## src/rtl/retire_ctrl_if.sv

```systemverilog
// ROB head-window bundle between the reorder buffer and retire_ctrl.
// The ROB drives the window (master); retire_ctrl returns the retire mask and count (slave).
interface retire_ctrl_if #(
    parameter int W     = 4,
    parameter int EXC_W = 4
);
    localparam int CNT_W = $clog2(W + 1);

    logic [W-1:0]            head_valid;
    logic [W-1:0]            head_complete;
    logic [W-1:0][EXC_W-1:0] head_exception;
    logic [W-1:0]            head_is_branch;
    logic [W-1:0]            head_branch_misp;
    logic [W-1:0]            head_is_store;
    logic [W-1:0]            retire_valid;
    logic [CNT_W-1:0]        retire_cnt;

    modport master (
        output head_valid, head_complete, head_exception,
               head_is_branch, head_branch_misp, head_is_store,
        input  retire_valid, retire_cnt
    );

    modport slave (
        input  head_valid, head_complete, head_exception,
               head_is_branch, head_branch_misp, head_is_store,
        output retire_valid, retire_cnt
    );
endinterface

```

## src/rtl/retire_ctrl.sv

```systemverilog
// In-order commit scheduler: retire mask, mispredict recovery, exception drain/halt.
// Define RETIRE_PERF_EN to build the retired-instruction/branch/mispredict counters.
module retire_ctrl #(
    parameter int W             = 4,
    parameter int EXC_W         = 4,
    parameter int ST_PER_CYC    = 1,
    parameter int DRAIN_TIMEOUT = 100
) (
    input  logic                clk,
    input  logic                rst,
    retire_ctrl_if.slave        rob,
    input  logic                stq_retire_ready,
    input  logic                stq_empty,
    input  logic                flush_done,
    output logic                flush_req,
    output logic                halted,
    output logic [EXC_W-1:0]    halt_code,
    output logic                drain_timeout,
    output logic [63:0]         perf_instr_cnt,
    output logic [31:0]         perf_br_cnt,
    output logic [31:0]         perf_misp_cnt
);
    localparam int CNT_W = $clog2(W + 1);
    localparam int DC_W  = $clog2(DRAIN_TIMEOUT + 1);

    typedef enum logic [1:0] {
        ST_RUN     = 2'd0,
        ST_RECOVER = 2'd1,
        ST_DRAIN   = 2'd2,
        ST_HALT    = 2'd3
    } state_t;

    state_t           state_r;
    logic [DC_W-1:0]  drain_cnt_r;
    logic [W-1:0]     mask_s;
    logic [CNT_W-1:0] cnt_s;
    logic             exc_hit_s;
    logic             misp_hit_s;
    logic [EXC_W-1:0] exc_code_s;
    logic             stop_s;
    logic             ok_s;
    int               st_cnt_s;

    // Retire selection: walk the window from the head, stop at the first blocked or group-ending slot
    always_comb begin
        mask_s     = '0;
        cnt_s      = '0;
        exc_hit_s  = 1'b0;
        misp_hit_s = 1'b0;
        exc_code_s = '0;
        stop_s     = (state_r != ST_RUN) || rst;
        st_cnt_s   = 0;
        ok_s       = 1'b0;
        for (int i = 0; i < W; i++) begin
            ok_s = rob.head_valid[i] && rob.head_complete[i] &&
                   (!rob.head_is_store[i] || (stq_retire_ready && (st_cnt_s < ST_PER_CYC)));
            if (!stop_s && ok_s) begin
                mask_s[i] = 1'b1;
                cnt_s     = cnt_s + CNT_W'(1);
                st_cnt_s  = st_cnt_s + int'(rob.head_is_store[i]);
                if (rob.head_exception[i] != '0) begin
                    exc_hit_s  = 1'b1;
                    exc_code_s = rob.head_exception[i];
                    stop_s     = 1'b1;
                end else if (rob.head_is_branch[i] && rob.head_branch_misp[i]) begin
                    misp_hit_s = 1'b1;
                    stop_s     = 1'b1;
                end else begin
                    stop_s     = 1'b0;
                end
            end else begin
                stop_s = 1'b1;
            end
        end
    end

    assign rob.retire_valid = mask_s;
    assign rob.retire_cnt   = cnt_s;

    // Control FSM with registered status outputs; an exception outranks a mispredict in the same group
    always_ff @(posedge clk) begin
        if (rst) begin
            state_r       <= ST_RUN;
            drain_cnt_r   <= '0;
            flush_req     <= 1'b0;
            halted        <= 1'b0;
            halt_code     <= '0;
            drain_timeout <= 1'b0;
        end else begin
            case (state_r)
                ST_RUN: begin
                    if (exc_hit_s) begin
                        state_r     <= ST_DRAIN;
                        drain_cnt_r <= DC_W'(DRAIN_TIMEOUT);
                        halt_code   <= exc_code_s;
                    end else if (misp_hit_s) begin
                        state_r   <= ST_RECOVER;
                        flush_req <= 1'b1;
                    end else begin
                        state_r <= ST_RUN;
                    end
                end
                ST_RECOVER: begin
                    if (flush_done) begin
                        state_r   <= ST_RUN;
                        flush_req <= 1'b0;
                    end else begin
                        flush_req <= 1'b1;
                    end
                end
                ST_DRAIN: begin
                    // An empty store queue wins over a simultaneous timeout
                    if (stq_empty) begin
                        state_r       <= ST_HALT;
                        halted        <= 1'b1;
                        drain_timeout <= 1'b0;
                    end else if (drain_cnt_r == '0) begin
                        state_r       <= ST_HALT;
                        halted        <= 1'b1;
                        drain_timeout <= 1'b1;
                    end else begin
                        drain_cnt_r <= drain_cnt_r - DC_W'(1);
                    end
                end
                ST_HALT: begin
                    halted <= 1'b1;
                end
                default: begin
                    state_r <= ST_RUN;
                end
            endcase
        end
    end

`ifdef RETIRE_PERF_EN
    logic [CNT_W-1:0] br_cnt_s;
    logic [CNT_W-1:0] misp_cnt_s;

    // Count retiring branches and retiring mispredicted branches
    always_comb begin
        br_cnt_s   = '0;
        misp_cnt_s = '0;
        for (int i = 0; i < W; i++) begin
            br_cnt_s   = br_cnt_s + CNT_W'(mask_s[i] & rob.head_is_branch[i]);
            misp_cnt_s = misp_cnt_s +
                         CNT_W'(mask_s[i] & rob.head_is_branch[i] & rob.head_branch_misp[i]);
        end
    end

    // Free-running performance counters, wrapping at their width
    always_ff @(posedge clk) begin
        if (rst) begin
            perf_instr_cnt <= 64'd0;
            perf_br_cnt    <= 32'd0;
            perf_misp_cnt  <= 32'd0;
        end else begin
            perf_instr_cnt <= perf_instr_cnt + 64'(cnt_s);
            perf_br_cnt    <= perf_br_cnt + 32'(br_cnt_s);
            perf_misp_cnt  <= perf_misp_cnt + 32'(misp_cnt_s);
        end
    end
`else
    assign perf_instr_cnt = 64'd0;
    assign perf_br_cnt    = 32'd0;
    assign perf_misp_cnt  = 32'd0;
`endif

endmodule

```

## src/flat_wrapper.sv

```systemverilog
// flat-port wrapper written by rule: the top's interface ports become plain ports
module retire_ctrl_flat 
#(
    parameter int W             = 4,
    parameter int EXC_W         = 4,
    parameter int ST_PER_CYC    = 1,
    parameter int DRAIN_TIMEOUT = 100
)
  (clk, rst, stq_retire_ready, stq_empty, flush_done, flush_req, halted, halt_code, drain_timeout, perf_instr_cnt, perf_br_cnt, perf_misp_cnt, rob_head_valid, rob_head_complete, rob_head_exception, rob_head_is_branch, rob_head_branch_misp, rob_head_is_store, rob_retire_valid, rob_retire_cnt);
  retire_ctrl_if #(.W(W), .EXC_W(EXC_W)) rob_i ();
  input  logic clk;
  input  logic rst;
  input  logic stq_retire_ready;
  input  logic stq_empty;
  input  logic flush_done;
  output logic flush_req;
  output logic halted;
  output logic [EXC_W-1:0] halt_code;
  output logic drain_timeout;
  output logic [63:0] perf_instr_cnt;
  output logic [31:0] perf_br_cnt;
  output logic [31:0] perf_misp_cnt;
  input wire logic [$bits(rob_i.head_valid)-1:0] rob_head_valid;
  input wire logic [$bits(rob_i.head_complete)-1:0] rob_head_complete;
  input wire logic [$bits(rob_i.head_exception)-1:0] rob_head_exception;
  input wire logic [$bits(rob_i.head_is_branch)-1:0] rob_head_is_branch;
  input wire logic [$bits(rob_i.head_branch_misp)-1:0] rob_head_branch_misp;
  input wire logic [$bits(rob_i.head_is_store)-1:0] rob_head_is_store;
  output wire logic [$bits(rob_i.retire_valid)-1:0] rob_retire_valid;
  output wire logic [$bits(rob_i.retire_cnt)-1:0] rob_retire_cnt;
  assign rob_i.head_valid = rob_head_valid;
  assign rob_i.head_complete = rob_head_complete;
  assign rob_i.head_exception = rob_head_exception;
  assign rob_i.head_is_branch = rob_head_is_branch;
  assign rob_i.head_branch_misp = rob_head_branch_misp;
  assign rob_i.head_is_store = rob_head_is_store;
  assign rob_retire_valid = rob_i.retire_valid;
  assign rob_retire_cnt = rob_i.retire_cnt;
  retire_ctrl #(.W(W), .EXC_W(EXC_W), .ST_PER_CYC(ST_PER_CYC), .DRAIN_TIMEOUT(DRAIN_TIMEOUT)) u_core (.clk(clk), .rst(rst), .rob(rob_i), .stq_retire_ready(stq_retire_ready), .stq_empty(stq_empty), .flush_done(flush_done), .flush_req(flush_req), .halted(halted), .halt_code(halt_code), .drain_timeout(drain_timeout), .perf_instr_cnt(perf_instr_cnt), .perf_br_cnt(perf_br_cnt), .perf_misp_cnt(perf_misp_cnt));
endmodule
```

## config.mk

```make
export PLATFORM = sky130hd
export DESIGN_NAME = retire_ctrl_flat
export DESIGN_NICKNAME = d
export VERILOG_FILES = /design/src/rtl/retire_ctrl_if.sv /design/src/rtl/retire_ctrl.sv /design/src/flat_wrapper.sv
export SDC_FILE = /design/constraint.sdc
export NUM_CORES = 1
export LEC_CHECK = 0
export ABC_AREA = 0
export CORE_MARGIN = 1.5
export CORE_UTILIZATION = 32
export DETAILED_ROUTE_END_ITERATION = 7
export PLACE_DENSITY = 0.86
export SYNTH_ARGS = -nofsm -noshare
export SYNTH_HDL_FRONTEND = slang
export SYNTH_SLANG_ARGS = --single-unit
```

## constraint.sdc

```tcl
create_clock -name clk -period 7.2 [get_ports clk]
set_clock_uncertainty 0.1 [all_clocks]
set_input_delay 1.8 -clock clk [delete_from_list [all_inputs] [get_ports clk]]
set_output_delay 1.8 -clock clk [all_outputs]
set_load 0.005 [all_outputs]
```

==> results of run 1 <==
[flip-flops by register name, indices dropped and copies added (netlist names)]
register              flops
u_core.halted             1
u_core.flush_req          1
u_core.drain_timeout      1
u_core.halt_code          4
u_core.drain_cnt_r        7
u_core.state_r            2
[power groups by stage]
stage	Combinational, W	Clock [W]	Sequential [W]
3_5_place_dp	0.0000892	0	0.0000978
3_3_place_gp	0.0000860	0	0.0000975
2_1_floorplan	0.0000989	0	0.0000971
6_report	0.0000921	0.0000801	0.0000958
5_1_grt	0.000102	0.0000859	0.0000964
4_1_cts	0.0000902	0.0000817	0.0000958
[worst max-delay path: stages]
cell,delay (ps)
clkdlybuf4s15_1,200
or4_4,460
a211oi_4,230
and2_4,190
mux2_4,310
ha_4,160
ha_4,200
or4b_4,520
a211o_1,320
nor3_4,200
buf_4,150
buf_4,90
nand2_1,50
xor2_1,150
buf_2,130
[cell type report]
type | count | area (um^2)
fill | 756 | 4448
multi-input combinational | 278 | 1603
timing repair buffer | 78 | 700.7
sequential | 16 | 320.3
tap | 99 | 123.9
clock buffer | 4 | 55.05
inverter | 11 | 41.29
[what timing repair did]
item / in CTS / in global routing
pin swaps: 7 / 8
hold endpoints to repair: 0 / 0
resized for setup: 24 / 11
setup endpoints to repair: 4 / 4
setup buffers: 8 / 1
[logic make-up after synthesis]
logic type	synth area share (%)
AOI/OAI and AO/OA	16.54
xor gates and xnor gates	1.082
muxes	1.339
adders and majority gates	6.698
other	0.1544
buffers and inverters	42.71
and+or+nand+nor	18.29
DFF	13.19
[final timing paths]
path	start	end	slack, ps	cells after the start
min	u_core.drain_cnt_r[1]	u_core.drain_cnt_r[1]	390	2
max reg2reg	u_core.state_r[0]	u_core.drain_cnt_r[4]	2890	16
min reg2reg	u_core.drain_cnt_r[1]	u_core.drain_cnt_r[1]	390	2
max	rob_head_exception[2]	rob_retire_cnt[2]	150	15
[metrics by stage]
step                      std cells  area (um^2)  TNS, ps  util [%]  setup slack (ps)
after detailed placement        473         2700    -2658     37.03            -747.4
after global placement          473         2700    -2183     37.03            -628.6
after CTS                       485         2839        0     38.93             16.68
final                           486         2844        0     39.00             147.5
after floorplan                 438         2922        0         -             137.6
after global routing            486         2844        0     39.00             26.06
[placed cells by master, fill, tap and decap left out, drive strengths merged, types with 4 or more instances in the layout]
cell type,Yosys,layout
a211oi,6,6
a21oi,11,11
o21ai,8,8
ha,13,13
nand2,25,25
clkdlybuf4s50,0,43
nor4,6,6
a22oi,4,4
nor2,12,12
dfxtp,16,16
buf,131,26
and2,6,6
inv,11,11
nor3,4,4
conb,1,128
a31oi,7,7
clkbuf,2,7
nand3,5,5
nand2b,7,7
[metal layers]
metal / global-route usage (%) / part of all wire (%)
met5: 0 / 0
met4: 5.688 / 3.3
met3: 3.299 / 8.2
met2: 23.55 / 52
met1: 12.99 / 37
==> flow_summary_export.csv, run 1 <==
group,metric,value,unit
global_routing,grt_max_degree,17,
sta,hold_ws,387.5,ps
synth,ys_seq_area_share,13.19,%
floorplanning,die-area,8121,um^2
status,outcome,"finished, final reports clean",
power,power,0.0002681,W
drt,vias_per_cell,4.160,
global_routing,grt_pass1_wl,8.286,mm
worst_setup_path,critical_path_class,"in2out",
synth,avgSynthCellArea,7.809,um^2
cts,cts_buffers,3,
sta,grt_setup_unrepaired,"no",
global_routing,antenna_found_initial,0,
drt,drt_iter0_drc,85,
cts,h-tree-depth,1,
synth,netlist_top_cells_count,"buf_4, nand2_1, dfxtp_1",
cts,cts_root_buf,"clkbuf_8",
worst_setup_path,cp_max_fo,2,
drt,routed_wl,5.426,mm
floorplanning,die_y,90.12,um
sta,fmax,141.8,MHz
power,sw_frac_of_total,32.10,%
power,pwr-share-seq,35.7,%
job,cap_viol_max_count,0,
cts,clock_latency,250,ps
power,leakage,1.355,nW
sta,maxSlewViolCount,0,
power,ir_worst_vdd,0.05138,mV
sta,fin_crit,7052,ps
layout,fin_nets,442,
layout,area_delta_synth_final,17.10,%
place,place.gp.congestion,0.8765,
sta,slew_headroom,58.30,%
synth,synth_flop_cell,"dfxtp_1",
drt,drt_pre_antenna_iters,4,
synth,yosysUniqueCellTypes,57,
cts,cts_buffer_depth,2,
synth,synth_seq_cells,16,
worst_setup_path,critPathArrivalTime,5150,ps
worst_setup_path,end_kind,"output port",
global_routing,gr-usage-all-layers,12.59,%
synth,yosys_warnings,0,
floorplanning,initial_core_util,33.30,%
power,p_switching,0.00008606,W
sta,period_share,97.95,%
drt,ant_nets,0,
synth,synthTopCellsByArea,"buf_4, dfxtp_1, ha_1",
worst_hold_path,min_path_type,"reg2reg",
power,power_density,94.26,nW/um^2
worst_setup_path,required,5300,ps
floorplanning,rows,31,
cts,cts_tree,"yes",
floorplanning,die_width,90.12,um
synth,yosysMostFrequentCell,"buf_4",
synth,synth_cells,311,
worst_setup_path,cp-start-kind,"input port",
drt,vias,2022,
place,place_hpwl,4.511,mm
power,p_int,0.0001820,W
sta,finalSetupViolations,0,
floorplanning,core,7292,um^2
place,io_buffers,54,
sta,tightest_slew,609.7,ps
global_routing,grt_pass1_vias,1855,
drt,avgRoutedWirePerCell,11.16,um
cts,cts_hold_buf,0,
cts,path_clk_slew,60,ps
synth,synth_edf_count,0,
synth,synth_top_area_cell,"buf_4",
layout,drive_gt1_share,13.95,%
cts,cts_sinks,16,
power,clockPowerShare,29.9,%
power,p_comb_share,34.4,%
floorplanning,io_pins,183,
synth,syn_area,2429,um^2
synth,synthArstFlopShare,0,%
synth,yosysTopAreaCellShare,39.57,%
global_routing,overflow,0,
sta,final_hold_viol_count,0,
layout,antenna_cells,0,
drt,drc,0,
Note: power is estimated with default switching activity, not from simulation.
==> run 2, diff against run 1 <==
CORE_UTILIZATION = 30   (was 32)
PLACE_DENSITY = 0.81   (was 0.86)
==> flow_summary_export.csv, run 2 (synthesis results as in run 1) <==
group,metric,value,unit
power,clockPowerShare,30.0,%
layout,final_cell_mix,"conb_1, clkdlybuf4s50_1, buf_4",
worst_setup_path,end_kind,"output port",
worst_setup_path,cp_max_fo,3,
cts,clock_latency,260,ps
power,pwr-share-seq,35.5,%
drt,drt_pre_antenna_iters,4,
power,p_switching,0.00008700,W
layout,fin_nets,448,
sta,final_hold_viol_count,0,
power,p_int,0.0001829,W
cts,path_clk_slew,60,ps
worst_hold_path,holdPathStages,2,
cts,cts_root_buf,"clkbuf_8",
cts,cts_tree,"yes",
floorplanning,rows,32,
place,place_hpwl,4.449,mm
sta,grt_setup_unrepaired,"no",
status,outcome,"finished, final reports clean",
worst_setup_path,required,5300,ps
sta,slew_headroom,62.36,%
power,power_density,92.69,nW/um^2
drt,ant_nets,0,
global_routing,grt_pass1_wl,8.273,mm
floorplanning,core,7767,um^2
job,cap_viol_max_count,0,
global_routing,grt_pass1_vias,1817,
sta,maxSlewViolCount,0,
drt,vias,2017,
layout,mostFrequentLayoutCell,"conb_1",
cts,h-tree-depth,1,
worst_hold_path,min_path_type,"reg2reg",
power,sw_frac_of_total,32.24,%
worst_setup_path,r2r-start,"u_core.state_r[0]",
sta,fmax,141.7,MHz
floorplanning,die_width,92.98,um
power,leakage,1.407,nW
sta,hold_ws,389.5,ps
layout,drive_gt1_share,16.03,%
layout,antenna_cells,0,
place,place.gp.congestion,0.8050,
global_routing,grt_max_degree,17,
place,io_buffers,54,
worst_setup_path,rr_endpoint,"u_core.drain_cnt_r[4]",
layout,reg_top3,"u_core.drain_cnt_r: 7 flops, u_core.halt_code: 4 flops, u_core.state_r: 2 flops",
sta,tightest_slew,560.3,ps
layout,layout.cells.non_filler,495,
layout,largest_reg_flops,7,
drt,drc,0,
sta,fin_crit,7060,ps
drt,avgRoutedWirePerCell,11.07,um
sta,period_share,98.05,%
worst_setup_path,critPathArrivalTime,5160,ps
drt,vias_per_cell,4.075,
global_routing,gr-usage-all-layers,12.05,%
power,ir_worst_vdd,0.05210,mV
worst_setup_path,critical_path_class,"in2out",
cts,cts_buffers,3,
layout,regMostFlops,"u_core.drain_cnt_r",
place,dp_cells,483,
drt,drt_iter0_drc,102,
floorplanning,io_pins,183,
worst_setup_path,cp-start-kind,"input port",
layout,postLayoutCoreUtil,37.48,%
global_routing,overflow,0,
floorplanning,initial_core_util,31.27,%
cts,cts_buffer_depth,2,
worst_setup_path,endpoint,"rob_retire_cnt[1]",
floorplanning,die_y,92.98,um
sta,finalSetupViolations,0,
layout,area_delta_synth_final,19.89,%
drt,routed_wl,5.481,mm
cts,cts_sinks,16,
worst_setup_path,cp-startpoint,"rob_head_exception[0]",
power,p_comb_share,34.5,%
floorplanning,die-area,8644,um^2
worst_setup_path,r2r_slack,2840,ps
global_routing,antenna_found_initial,0,
worst_setup_path,r2r_cells,16,
[run 2: worst min-delay path by stage]
stage | start | end | slack, ps
global route | u_core.halted | u_core.halted | 400
finish | u_core.halted | u_core.halted | 390
detailed placement | u_core.halted | u_core.halted | 380
CTS | u_core.drain_cnt_r[1] | u_core.drain_cnt_r[1] | 390
global placement | u_core.halted | u_core.halted | 360
floorplan | u_core.drain_cnt_r[6] | u_core.drain_cnt_r[6] | 350
[run 2: worst max-delay path, stage by stage]
cell,delay [ps]
clkbuf_2,90
or4_4,550
a211oi_4,230
and2_4,190
mux2_4,310
ha_4,160
ha_4,200
or4b_4,520
a211o_4,360
nor3_4,200
buf_4,150
mux2_4,290
buf_6,110
[run 2: timing repair]
action | in CTS | in global routing
resized for setup | 26 | 14
setup endpoints to repair | 4 | 4
buffers inserted | 7 | 1
pin swaps | 6 | 8
hold buffers | 0 | 0
[run 2: stage by stage]
step	power (W)	instance area (um^2)	setup TNS (ps)	setup slack [ps]
2_1_floorplan	0.0001960	2922	0	137.6
6_report	0.0002699	2912	0	140.3
5_1_grt	0.0002879	2912	0	33.76
3_5_place_dp	0.0001882	2756	-2302	-640.9
4_1_cts	0.0002704	2892	0	4.232
3_3_place_gp	0.0001855	2756	-2059	-573.7
[run 2: final cells by class]
class | instances | area (um^2)
repair buffers | 84 | 752.0
clock buffers | 4 | 55.05
well taps | 102 | 127.6
flip-flops and latches | 16 | 320.3
multi-input cells | 278 | 1615
fillers | 825 | 4856
inverters | 11 | 41.29
[run 2: routing by layer]
layer  track usage, %  up-vias  routed length [um]
li1                 -      975                   -
met4            4.293        0                  87
met5                0        -                   0
met2            21.35      128                2743
met1            13.02      901                2072
met3            4.553       13                 577
[run 2: power by group through the flow]
stage	clock, W	sequential (W)	combinational, W
after floorplan	0	0.0000971	0.0000989
after global placement	0	0.0000976	0.0000879
after detailed placement	0	0.0000978	0.0000904
after CTS	0.0000827	0.0000959	0.0000919
after global routing	0.0000870	0.0000964	0.000104
final	0.0000809	0.0000958	0.0000932
==> run 3, diff against run 2 <==
SKIP_LAST_GASP = 1   (was not set)
==> flow_summary_export.csv, run 3 (synthesis results as in run 1) <==
group,metric,value,unit
worst_setup_path,cp-startpoint,"rob_head_exception[0]",
drt,avgRoutedWirePerCell,11.07,um
power,sw_frac_of_total,32.23,%
drt,drc,0,
drt,drt_pre_antenna_iters,4,
place,io_buffers,54,
layout,layout.cells.non_filler,495,
place,place.gp.congestion,0.8050,
drt,vias_per_cell,4.079,
worst_setup_path,r2r_slack,2840,ps
floorplanning,die-area,8644,um^2
power,ir_worst_vdd,0.05191,mV
sta,slew_headroom,62.35,%
drt,ant_nets,0,
global_routing,grt_pass1_vias,1819,
worst_hold_path,holdPathStages,2,
layout,antenna_cells,0,
power,leakage,1.406,nW
worst_setup_path,required,5300,ps
cts,cts_tree,"yes",
drt,vias,2019,
job,cap_viol_max_count,0,
worst_hold_path,min_to,"u_core.halted",
power,p_int,0.0001829,W
global_routing,grt_pass1_wl,8.273,mm
cts,h-tree-depth,1,
layout,fin_nets,448,
layout,largest_reg_flops,7,
worst_setup_path,r2r-start,"u_core.state_r[0]",
worst_setup_path,end_kind,"output port",
power,p_switching,0.00008697,W
sta,setup_tns,0,ps
sta,tightest_slew,560.5,ps
status,outcome,"finished, final reports clean",
worst_hold_path,min_path_type,"reg2reg",
layout,postLayoutCoreUtil,37.48,%
cts,cts_root_buf,"clkbuf_8",
worst_setup_path,rr_endpoint,"u_core.drain_cnt_r[4]",
layout,area_delta_synth_final,19.89,%
floorplanning,io_pins,183,
worst_setup_path,critPathArrivalTime,5160,ps
drt,drt_iter0_drc,115,
power,pwr-share-seq,35.5,%
global_routing,grt_max_degree,17,
layout,n_fill_cell,825,
layout,final_cell_mix,"conb_1, clkdlybuf4s50_1, buf_4",
cts,clock_latency,260,ps
floorplanning,initial_core_util,31.27,%
cts,path_clk_slew,60,ps
worst_setup_path,cp_max_fo,3,
worst_hold_path,worstHoldStart,"u_core.halted",
worst_setup_path,cp-start-kind,"input port",
floorplanning,rows,32,
cts,cts_sinks,16,
cts,cts_hold_buf,0,
power,power_density,92.68,nW/um^2
floorplanning,core,7767,um^2
floorplanning,die_y,92.98,um
power,clockPowerShare,29.9,%
worst_setup_path,r2r_cells,16,
sta,fmax,141.6,MHz
drt,routed_wl,5.479,mm
place,dp_cells,483,
cts,cts_buffers,3,
worst_setup_path,critical_path_class,"in2out",
power,p_comb_share,34.5,%
layout,reg_top3,"u_core.drain_cnt_r: 7 flops, u_core.halt_code: 4 flops, u_core.state_r: 2 flops",
sta,final_hold_viol_count,0,
sta,period_share,98.07,%
global_routing,gr-usage-all-layers,12.05,%
sta,finalSetupViolations,0,
layout,mostFrequentLayoutCell,"conb_1",
floorplanning,die_width,92.98,um
place,place_hpwl,4.449,mm
global_routing,overflow,0,
sta,fin_crit,7061,ps
cts,cts_buffer_depth,2,
sta,grt_setup_unrepaired,"no",
global_routing,antenna_found_initial,0,
layout,drive_gt1_share,16.03,%
layout,regMostFlops,"u_core.drain_cnt_r",
sta,maxSlewViolCount,0,
-- run 3: area by class of cell --
class,instances,area (um^2),share of cell area [%]
multi-input combinational,278,1615,55.48
timing repair buffer,84,752.0,25.83
sequential,16,320.3,11.00
tap,102,127.6,4.383
clock buffer,4,55.05,1.891
inverter,11,41.29,1.418
-- run 3: through the flow --
step / setup slack [ps] / area, um^2 / power (W) / hold WS (ps)
finish: 138.8 / 2912 / 0.0002698 / 389.5
floorplan: 137.6 / 2922 / 0.0001960 / 345.9
detailed placement: -640.9 / 2756 / 0.0001882 / 381.1
CTS: -16.58 / 2897 / 0.0002704 / 394.6
global route: 33.93 / 2912 / 0.0002879 / 403.8
global placement: -573.7 / 2756 / 0.0001855 / 362.8
-- run 3: repair_timing --
| item | in CTS | in global routing |
|---|---|---|
| resized for setup | 24 | 15 |
| buffers inserted | 7 | 1 |
| endpoints found under the setup margin | 4 | 4 |
| pin swaps | 6 | 8 |
-- run 3: critical path, cell delays in order --
cell      delay (ps)
clkbuf_2          90
or4_4            550
a211oi_4         230
and2_4           190
mux2_4           310
ha_4             160
ha_4             200
or4b_4           520
a211o_4          360
nor3_4           200
buf_4            150
mux2_4           290
buf_6            110
-- run 3: power by group through the flow --
stage | Combinational, W | Clock (W) | Sequential, W
detailed placement | 0.0000904 | 0 | 0.0000978
global placement | 0.0000879 | 0 | 0.0000976
CTS | 0.0000919 | 0.0000827 | 0.0000959
global route | 0.000104 | 0.0000870 | 0.0000964
finish | 0.0000932 | 0.0000808 | 0.0000959
floorplan | 0.0000989 | 0 | 0.0000971
-- run 3: worst max-delay path by stage --
stage / endpoint / cells after the start / slack [ps]
finish: rob_retire_cnt[1] / 13 / 140
global route: rob_retire_cnt[1] / 13 / 30
floorplan: rob_retire_cnt[1] / 11 / 140
CTS: rob_retire_cnt[2] / 14 / -20
detailed placement: rob_retire_cnt[2] / 13 / -640
global placement: rob_retire_cnt[2] / 13 / -570
-- run 3: routing by layer --
metal | up-vias | GRT usage [%] | part of all wire (%) | wire length (um)
met4 | 0 | 4.293 | 1.6 | 90
met2 | 126 | 21.23 | 50 | 2747
li1 | 976 | - | - | -
met5 | - | 0 | 0 | 0
met3 | 11 | 4.390 | 11 | 578
met1 | 906 | 13.22 | 38 | 2062
